$ cat config.mk
export PLATFORM = sky130hd
export DESIGN_NAME = offchip_mem_model_nch_flat
export DESIGN_NICKNAME = d
export VERILOG_FILES = /design/src/rtl/offchip_mem_model_nch_if.sv /design/src/rtl/offchip_mem_model_nch.sv /design/src/flat_wrapper.sv
export SDC_FILE = /design/constraint.sdc
export NUM_CORES = 1
export LEC_CHECK = 0
export CAP_MARGIN = 10
export CELL_PAD_IN_SITES_DETAIL_PLACEMENT = 1
export CELL_PAD_IN_SITES_GLOBAL_PLACEMENT = 1
export CORE_MARGIN = 2
export CORE_UTILIZATION = 32
export CTS_BUF_LIST = sky130_fd_sc_hd__clkbuf_16
export DETAILED_ROUTE_END_ITERATION = 10
export MAX_ROUTING_LAYER = met4
export PLACE_DENSITY = 0.54
export SETUP_SLACK_MARGIN = 0.1
export SYNTH_ARGS = -nofsm -noshare
export SYNTH_HDL_FRONTEND = slang
export SYNTH_SLANG_ARGS = --single-unit
$ cat constraint.sdc
create_clock -name clock -period 3.41 [get_ports clock]
set_input_delay 0.341 -clock clock [delete_from_list [all_inputs] [get_ports clock]]
set_output_delay 0.341 -clock clock [all_outputs]
set_load 0.01 [all_outputs]
$ cat src/rtl/offchip_mem_model_nch_if.sv
// ----------------------------------------------------------------------------
// offchip_mem_model_nch_if
// Bundle of the per-channel Mout_* style memory bus plus the preload port.
// All channel fields are flat vectors; channel c occupies slice [c*W +: W].
//   ch_oe / ch_we       per-channel read / write enable   (master -> slave)
//   ch_addr             per-channel address               (master -> slave)
//   ch_wdata / ch_size  per-channel write data / bit size (master -> slave)
//   ch_rdata            per-channel read data             (slave -> master)
//   ch_rdy              per-channel DataRdy               (slave -> master)
//   err                 sticky per-channel protocol error (slave -> master)
//   load_en/addr/data   preload strobe, array index, word (master -> slave)
// ----------------------------------------------------------------------------
interface offchip_mem_model_nch_if #(
    parameter int N_CH    = 2,
    parameter int ADDR_W  = 7,
    parameter int DATA_W  = 8,
    parameter int SIZE_W  = 4,
    parameter int MEMSIZE = 64
) ();
    localparam int IDX_W = (MEMSIZE > 1) ? $clog2(MEMSIZE) : 1;

    logic [N_CH-1:0]        ch_oe;
    logic [N_CH-1:0]        ch_we;
    logic [N_CH*ADDR_W-1:0] ch_addr;
    logic [N_CH*DATA_W-1:0] ch_wdata;
    logic [N_CH*SIZE_W-1:0] ch_size;
    logic [N_CH*DATA_W-1:0] ch_rdata;
    logic [N_CH-1:0]        ch_rdy;
    logic [N_CH-1:0]        err;
    logic                   load_en;
    logic [IDX_W-1:0]       load_addr;
    logic [DATA_W-1:0]      load_data;

    modport master (
        output ch_oe, ch_we, ch_addr, ch_wdata, ch_size,
        output load_en, load_addr, load_data,
        input  ch_rdata, ch_rdy, err
    );

    modport slave (
        input  ch_oe, ch_we, ch_addr, ch_wdata, ch_size,
        input  load_en, load_addr, load_data,
        output ch_rdata, ch_rdy, err
    );
endinterface

$ cat src/rtl/offchip_mem_model_nch.sv
// ----------------------------------------------------------------------------
// offchip_mem_model_nch
// Multi-channel off-chip memory model: N_CH independent master channels share
// one word array. Each channel has its own latency counter, DataRdy handshake,
// size-masked writes and a sticky protocol-error flag (oe and we together).
// Ports:
//   clock  single rising-edge clock
//   reset  synchronous active-high reset (array contents are kept)
//   bus    offchip_mem_model_nch_if.slave (channel buses + preload port)
// ch_rdy is combinational from the counter and current request; ch_rdata is a
// register that samples the addressed word every clock while in range.
// load_addr must stay below MEMSIZE.
// ----------------------------------------------------------------------------
module offchip_mem_model_nch #(
    parameter int N_CH      = 2,
    parameter int ADDR_W    = 7,
    parameter int DATA_W    = 8,
    parameter int SIZE_W    = 4,
    parameter int MEMSIZE   = 64,
    parameter int BASE_ADDR = 0,
    parameter int RD_DELAY  = 2,
    parameter int WR_DELAY  = 1
) (
    input  logic                     clock,
    input  logic                     reset,
    offchip_mem_model_nch_if.slave   bus
);
    localparam int IDX_W = (MEMSIZE > 1) ? $clog2(MEMSIZE) : 1;
    localparam int MAX_D = (RD_DELAY > WR_DELAY) ? RD_DELAY : WR_DELAY;
    localparam int CNT_W = (MAX_D > 1) ? $clog2(MAX_D) : 1;
    localparam logic [CNT_W-1:0] RD_LAST = CNT_W'(RD_DELAY - 1);
    localparam logic [CNT_W-1:0] WR_LAST = CNT_W'(WR_DELAY - 1);

    // Bit mask covering the low 'size' bits; sizes >= DATA_W give all ones.
    function automatic logic [DATA_W-1:0] size_mask(input logic [SIZE_W-1:0] size);
        logic [DATA_W-1:0] m;
        m = '0;
        for (int i = 0; i < DATA_W; i++) begin
            if (i < int'(size)) begin
                m[i] = 1'b1;
            end else begin
                m[i] = 1'b0;
            end
        end
        return m;
    endfunction

    logic [DATA_W-1:0]      mem_q   [MEMSIZE];
    logic [CNT_W-1:0]       cnt_q   [N_CH];
    logic [CNT_W-1:0]       cnt_d   [N_CH];
    logic [DATA_W-1:0]      rdata_q [N_CH];
    logic [DATA_W-1:0]      rdata_d [N_CH];
    logic [N_CH-1:0]        err_q;
    logic [N_CH-1:0]        err_d;

    logic [31:0]            off_s    [N_CH];
    logic [IDX_W-1:0]       idx_s    [N_CH];
    logic [DATA_W-1:0]      wmerge_s [N_CH];
    logic [N_CH-1:0]        in_range_s;
    logic [N_CH-1:0]        rd_act_s;
    logic [N_CH-1:0]        wr_act_s;
    logic [N_CH-1:0]        rdy_s;
    logic [N_CH-1:0]        commit_s;
    logic [N_CH*DATA_W-1:0] rdata_flat_s;

    // Per-channel decode: range check, counter next state, handshake, read/write data.
    always_comb begin
        in_range_s   = '0;
        rd_act_s     = '0;
        wr_act_s     = '0;
        rdy_s        = '0;
        commit_s     = '0;
        err_d        = err_q;
        rdata_flat_s = '0;
        for (int c = 0; c < N_CH; c++) begin
            // Offset wraps to a huge value below BASE_ADDR, so one compare covers both bounds.
            off_s[c]      = 32'(bus.ch_addr[c*ADDR_W +: ADDR_W]) - 32'(BASE_ADDR);
            in_range_s[c] = (off_s[c] < 32'(MEMSIZE));
            idx_s[c]      = IDX_W'(off_s[c]);

            // oe and we together is a protocol error: no access on that channel.
            rd_act_s[c] = in_range_s[c] & bus.ch_oe[c] & ~bus.ch_we[c];
            wr_act_s[c] = in_range_s[c] & bus.ch_we[c] & ~bus.ch_oe[c];
            err_d[c]    = err_q[c] | (bus.ch_oe[c] & bus.ch_we[c]);

            if (rd_act_s[c]) begin
                cnt_d[c] = (cnt_q[c] < RD_LAST) ? (cnt_q[c] + CNT_W'(1)) : '0;
            end else if (wr_act_s[c]) begin
                cnt_d[c] = (cnt_q[c] < WR_LAST) ? (cnt_q[c] + CNT_W'(1)) : '0;
            end else begin
                cnt_d[c] = '0;
            end

            rdy_s[c]    = (rd_act_s[c] & (cnt_q[c] == RD_LAST)) |
                          (wr_act_s[c] & (cnt_q[c] == WR_LAST));
            commit_s[c] = wr_act_s[c] & rdy_s[c];

            if (in_range_s[c]) begin
                rdata_d[c]  = mem_q[idx_s[c]];
                wmerge_s[c] = (bus.ch_wdata[c*DATA_W +: DATA_W] & size_mask(bus.ch_size[c*SIZE_W +: SIZE_W])) |
                              (mem_q[idx_s[c]] & ~size_mask(bus.ch_size[c*SIZE_W +: SIZE_W]));
            end else begin
                rdata_d[c]  = '0;
                wmerge_s[c] = '0;
            end

            rdata_flat_s[c*DATA_W +: DATA_W] = rdata_q[c];
        end
    end

    // Channel state registers: counters, read data and sticky error flags.
    always_ff @(posedge clock) begin
        if (reset) begin
            for (int c = 0; c < N_CH; c++) begin
                cnt_q[c]   <= '0;
                rdata_q[c] <= '0;
            end
            err_q <= '0;
        end else begin
            for (int c = 0; c < N_CH; c++) begin
                cnt_q[c]   <= cnt_d[c];
                rdata_q[c] <= rdata_d[c];
            end
            err_q <= err_d;
        end
    end

    // Array update: later assignments win, giving load > highest channel > lower channels.
    // Reset aborts pending channel writes; the array itself is never cleared.
    always_ff @(posedge clock) begin
        for (int c = 0; c < N_CH; c++) begin
            if (!reset && commit_s[c]) begin
                mem_q[idx_s[c]] <= wmerge_s[c];
            end
        end
        if (bus.load_en) begin
            mem_q[bus.load_addr] <= bus.load_data;
        end
    end

    assign bus.ch_rdy   = rdy_s;
    assign bus.ch_rdata = rdata_flat_s;
    assign bus.err      = err_q;

endmodule

$ cat src/flat_wrapper.sv
// flat-port wrapper written by rule: the top's interface ports become plain ports
module offchip_mem_model_nch_flat 
#(
    parameter int N_CH      = 2,
    parameter int ADDR_W    = 7,
    parameter int DATA_W    = 8,
    parameter int SIZE_W    = 4,
    parameter int MEMSIZE   = 64,
    parameter int BASE_ADDR = 0,
    parameter int RD_DELAY  = 2,
    parameter int WR_DELAY  = 1
)
  (clock, reset, bus_ch_oe, bus_ch_we, bus_ch_addr, bus_ch_wdata, bus_ch_size, bus_load_en, bus_load_addr, bus_load_data, bus_ch_rdata, bus_ch_rdy, bus_err);
  offchip_mem_model_nch_if #(.N_CH(N_CH), .ADDR_W(ADDR_W), .DATA_W(DATA_W), .SIZE_W(SIZE_W), .MEMSIZE(MEMSIZE)) bus_i ();
  input  logic clock;
  input  logic reset;
  input wire logic [$bits(bus_i.ch_oe)-1:0] bus_ch_oe;
  input wire logic [$bits(bus_i.ch_we)-1:0] bus_ch_we;
  input wire logic [$bits(bus_i.ch_addr)-1:0] bus_ch_addr;
  input wire logic [$bits(bus_i.ch_wdata)-1:0] bus_ch_wdata;
  input wire logic [$bits(bus_i.ch_size)-1:0] bus_ch_size;
  input wire logic [$bits(bus_i.load_en)-1:0] bus_load_en;
  input wire logic [$bits(bus_i.load_addr)-1:0] bus_load_addr;
  input wire logic [$bits(bus_i.load_data)-1:0] bus_load_data;
  output wire logic [$bits(bus_i.ch_rdata)-1:0] bus_ch_rdata;
  output wire logic [$bits(bus_i.ch_rdy)-1:0] bus_ch_rdy;
  output wire logic [$bits(bus_i.err)-1:0] bus_err;
  assign bus_i.ch_oe = bus_ch_oe;
  assign bus_i.ch_we = bus_ch_we;
  assign bus_i.ch_addr = bus_ch_addr;
  assign bus_i.ch_wdata = bus_ch_wdata;
  assign bus_i.ch_size = bus_ch_size;
  assign bus_i.load_en = bus_load_en;
  assign bus_i.load_addr = bus_load_addr;
  assign bus_i.load_data = bus_load_data;
  assign bus_ch_rdata = bus_i.ch_rdata;
  assign bus_ch_rdy = bus_i.ch_rdy;
  assign bus_err = bus_i.err;
  offchip_mem_model_nch #(.N_CH(N_CH), .ADDR_W(ADDR_W), .DATA_W(DATA_W), .SIZE_W(SIZE_W), .MEMSIZE(MEMSIZE), .BASE_ADDR(BASE_ADDR), .RD_DELAY(RD_DELAY), .WR_DELAY(WR_DELAY)) u_core (.clock(clock), .reset(reset), .bus(bus_i));
endmodule
==> flow_metrics.py <==
metrics = {
    "min_path": {
        "hold_depth": 3,
        "hold_path.class": "input pin to register",
    },
    "critical_path": {
        "worst_setup_path_end_kind": "register",
        "startpoint_type": "register",
        "timing.critical_path.fanout_max": 6,
        "setup.worst_path.class": "register to register",
        "worst_r2r_path_cells": 11,
        "required_time_at_the_worst_slack_endpoint_ps": 3800,
        "worst_ep_arrival_time_ps": 3910,
    },
    "timing": {
        "timing.clock.skew_ps": 27.0,
        "post-route-period-util_pct": 103,
        "slew_violations": 0,
        "period_needed_ps": 3520,
        "worst-slew-pin-transition_ps": 1360,
        "finalSetupTns_ps": -2730,
        "setup_slack_ps": -111,
        "timing.max_slew.rel_slack_pct": 9.13,
        "rsz_0062_raised_after_global_routing": "true",
        "finalSetupViolCount": 83,
        "achievable-frequency_ghz": 0.284,
        "finalHoldViolations": 0,
    },
    "die": {
        "design.core.area_mm2": 0.111,
        "die_width_um": 339,
        "chipHeight_um": 339,
        "die_area_mm2": 0.115,
        "initial_utilization_pct": 32.3,
        "boundary_pin_count": 79,
        "rows": 122,
    },
    "synth": {
        "netlist.area_leader.share_pct": 42.9,
        "synthesis.area_per_instance_um2": 10.3,
        "synth.ff_latch_count": 532,
        "synthTopCellsByArea": "sky130_fd_sc_hd__edfxtp_1 43%, sky130_fd_sc_hd__o221ai_1 9.7%, sky130_fd_sc_hd__nand2_1 7.6%",
        "synth_enable_flop_cells": 512,
        "synthDistinctLibCells": 75,
        "netlist_instances": 3474,
        "netlist_area_mm2": 0.0359,
        "synth_fp_nets": 3533,
        "ys.flop_type": "sky130_fd_sc_hd__edfxtp_1",
        "synth.yosys.warnings": 0,
        "synthArstFlopShare_pct": 0,
        "synth-seq-area-share_pct": 44.0,
        "synth_largest_area_cell": "sky130_fd_sc_hd__edfxtp_1",
    },
    "place": {
        "port_buffers": 78,
        "final_wtd_congestion": 1.12,
        "dpl.cell_count": 5507,
        "post-dp-hpwl_mm": 198,
    },
    "clock_network": {
        "worstSkewPairLatency_ps": 680,
        "clock_tree_from_tritoncts": "yes",
        "root_buffer": "sky130_fd_sc_hd__clkbuf_16",
        "cts_max_path_buffers": 3,
        "clkSinkCount": 532,
        "cts-htree-levels": 3,
        "tritoncts.num_buffers": 69,
        "cts.clk_slew.worst_paths_ps": 60,
    },
    "cells_and_area": {
        "area_growth_syn_to_layout_pct": 35.0,
        "nFillCells": 12100,
        "fin_nets": 4180,
        "drive_gt1_share_pct": 31.3,
        "post-route-util_pct": 43.6,
        "finish.cell_count_without_fillers": 5672,
    },
    "grt": {
        "grt_pass1_vias": 38200,
        "grt_pass1_wl_mm": 349,
        "grt_max_degree": 51,
        "global_route.usage.total_pct": 45.7,
        "grt_overflow_total": 0,
        "antenna_violations_before_repair": 17,
    },
    "power_and_ir_drop": {
        "power-per-cell-area_mw_per_mm2": 399,
        "seq_power_share_pct": 37.8,
        "combPwrFrac_pct": 22.9,
        "switching_share_pct": 31.1,
        "p_leak_nw": 17.7,
        "internal-power_w": 0.0133,
        "total_power_w": 0.0193,
        "total_switching_power_w": 0.00602,
        "pwr-share-clk_pct": 39.3,
        "irDropWorstVdd_uv": 430,
    },
    "drt": {
        "drtIter0Drc": 7085,
        "number_of_iterations_in_the_first_detailed_routing_pass": 7,
        "ant_nets": 0,
        "wl_per_cell_um": 47.0,
        "via_count": 40300,
        "vias_per_cell": 7.10,
        "wl_mm": 267,
        "drc_errors": 0,
    },
    "run_status": {
        "outcome": "finished, violations left",
        "violations": "negative setup slack",
    },
    "job": {
        "max_cap_viol_count": 0,
    },
}
==> path summary, 6_finish.rpt <==
path | from | to | slack (ps)
setup reg to reg | u_core.mem_q[44][0] | u_core.mem_q[24][0] | -110
hold / removal | bus_load_data[5] | u_core.mem_q[14][5] | 300
setup / recovery | u_core.mem_q[44][0] | u_core.mem_q[24][0] | -110
hold reg to reg | u_core.cnt_q[0][1] | u_core.cnt_q[0][1] | 450
==> cell type report <==
| cell class | count | area (um2) | share of cell area [%] |
|---|---|---|---|
| multi-input combinational | 2517 | 18900 | 39.0 |
| sequential | 532 | 15800 | 32.6 |
| timing repair buffer | 925 | 9350 | 19.3 |
| tap | 1488 | 1860 | 3.84 |
| clock buffer | 71 | 1780 | 3.67 |
| clock inverter | 50 | 462 | 0.953 |
| inverter | 76 | 285 | 0.589 |
| antenna | 13 | 32.5 | 0.0672 |
==> layout by cell type, fill, tap and decap left out, types with 14 or more instances in the layout <==
cell type / netlist / final
sky130_fd_sc_hd__nand3_1: 105 / 104
sky130_fd_sc_hd__a221o_1: 76 / 76
sky130_fd_sc_hd__o21ai_0: 27 / 26
sky130_fd_sc_hd__nand2_1: 728 / 728
sky130_fd_sc_hd__clkdlybuf4s50_1: 0 / 64
sky130_fd_sc_hd__o221ai_1: 397 / 343
sky130_fd_sc_hd__a22oi_1: 107 / 106
sky130_fd_sc_hd__and2_1: 15 / 15
sky130_fd_sc_hd__o221ai_2: 60 / 95
sky130_fd_sc_hd__o221ai_4: 0 / 19
sky130_fd_sc_hd__nor2b_1: 24 / 16
sky130_fd_sc_hd__buf_4: 28 / 684
sky130_fd_sc_hd__dfxtp_1: 20 / 20
sky130_fd_sc_hd__o22ai_1: 26 / 25
sky130_fd_sc_hd__mux2_2: 59 / 58
sky130_fd_sc_hd__a22o_1: 25 / 25
sky130_fd_sc_hd__inv_1: 75 / 83
sky130_fd_sc_hd__mux2i_1: 90 / 88
sky130_fd_sc_hd__and3_1: 25 / 24
sky130_fd_sc_hd__buf_12: 0 / 142
sky130_fd_sc_hd__clkbuf_16: 0 / 80
sky130_fd_sc_hd__nor3_1: 85 / 82
sky130_fd_sc_hd__a221oi_1: 64 / 61
sky130_fd_sc_hd__nor2_1: 135 / 124
sky130_fd_sc_hd__a32oi_1: 21 / 21
sky130_fd_sc_hd__a31oi_1: 19 / 19
sky130_fd_sc_hd__clkinv_1: 1 / 14
sky130_fd_sc_hd__edfxtp_1: 512 / 512
sky130_fd_sc_hd__o211ai_1: 78 / 78
sky130_fd_sc_hd__mux4_2: 88 / 88
sky130_fd_sc_hd__a21oi_1: 54 / 53
sky130_fd_sc_hd__nand3b_1: 24 / 24
sky130_fd_sc_hd__nand2b_1: 18 / 17
==> critical path: stages (launching register included) <==
cell	delay, ps
sky130_fd_sc_hd__edfxtp_1	480
sky130_fd_sc_hd__mux2_4	300
sky130_fd_sc_hd__a221o_1	370
sky130_fd_sc_hd__o2bb2ai_4	170
sky130_fd_sc_hd__a22oi_2	310
sky130_fd_sc_hd__nand4_1	300
sky130_fd_sc_hd__buf_6	230
sky130_fd_sc_hd__o31ai_4	260
sky130_fd_sc_hd__buf_6	210
sky130_fd_sc_hd__clkbuf_16	270
sky130_fd_sc_hd__clkbuf_16	220
sky130_fd_sc_hd__o221ai_2	100
==> Yosys cell counts, drive strengths merged (7+ instances only) <==
| master | number |
|---|---|
| nor2 | 136 |
| and2 | 17 |
| mux2i | 90 |
| a221oi | 64 |
| nand2b | 18 |
| o22ai | 26 |
| nor3 | 85 |
| a22oi | 107 |
| inv | 75 |
| and3b | 11 |
| nor2b | 24 |
| nand3b | 24 |
| edfxtp | 512 |
| mux2 | 63 |
| a211oi | 15 |
| a211o | 12 |
| nor3b | 17 |
| o21ai | 33 |
| nand4 | 10 |
| clkbuf | 127 |
| or3b | 8 |
| a31oi | 19 |
| a22o | 25 |
| nand2 | 728 |
| nand3 | 105 |
| and3 | 25 |
| dfxtp | 20 |
| buf | 222 |
| mux4 | 88 |
| a221o | 76 |
| a21oi | 54 |
| or2 | 7 |
| o221ai | 457 |
| a32oi | 21 |
| o211ai | 78 |
| o2bb2ai | 8 |
| or3 | 7 |
==> layer usage <==
metal / track usage [%] / wire length, um
met1: 59.4 / 104000
met3: 10.6 / 31300
met2: 64.9 / 111000
met4: 26.2 / 19900
met5: - / 0
==> flip-flops by register name, summed over array words and instances, names as in the netlist <==
name            count
u_core.cnt_q        2
u_core.bus.err      2
u_core.mem_q      512
u_core.rdata_q     16
==> cells by family after synthesis <==
family                 count (synthesis)  synth area share, %
and+or+nand+nor                     1236                 15.3
AOI/OAI and AO/OA                   1040                 24.9
DFF                                  532                 44.0
buffers and inverters                425                 5.76
muxes                                241                 10.0
==> per-stage QoR <==
stage / worst slack [ps] / hold slack (ps) / cell area, um2
after floorplan: 606 / 413 / 35900
after global placement: -620 / 437 / 44800
after detailed placement: -639 / 448 / 44800
after CTS: 64.1 / 274 / 47400
after global routing: -85.4 / 331 / 48400
final: -111 / 300 / 48400
==> what timing repair did <==
| item | 4_1_cts | 5_1_grt |
|---|---|---|
| hold buffers | 0 | 0 |
| setup buffers | 8 | 9 |
| endpoints found under the setup margin | 221 | 273 |
| pin swaps | 2 | 55 |
| resized for setup | 38 | 99 |
| gates cloned | 5 | 10 |
==> power groups by stage <==
stage                     Combinational [W]  Clock [W]  Sequential (W)
final                               0.00443    0.00761         0.00731
after CTS                           0.00407    0.00761         0.00730
after detailed placement            0.00396          0         0.00744
after global placement              0.00391          0         0.00744
after floorplan                     0.00168          0         0.00742
after global routing                0.00440    0.00782         0.00730
Note: power is estimated with default switching activity, not from simulation.
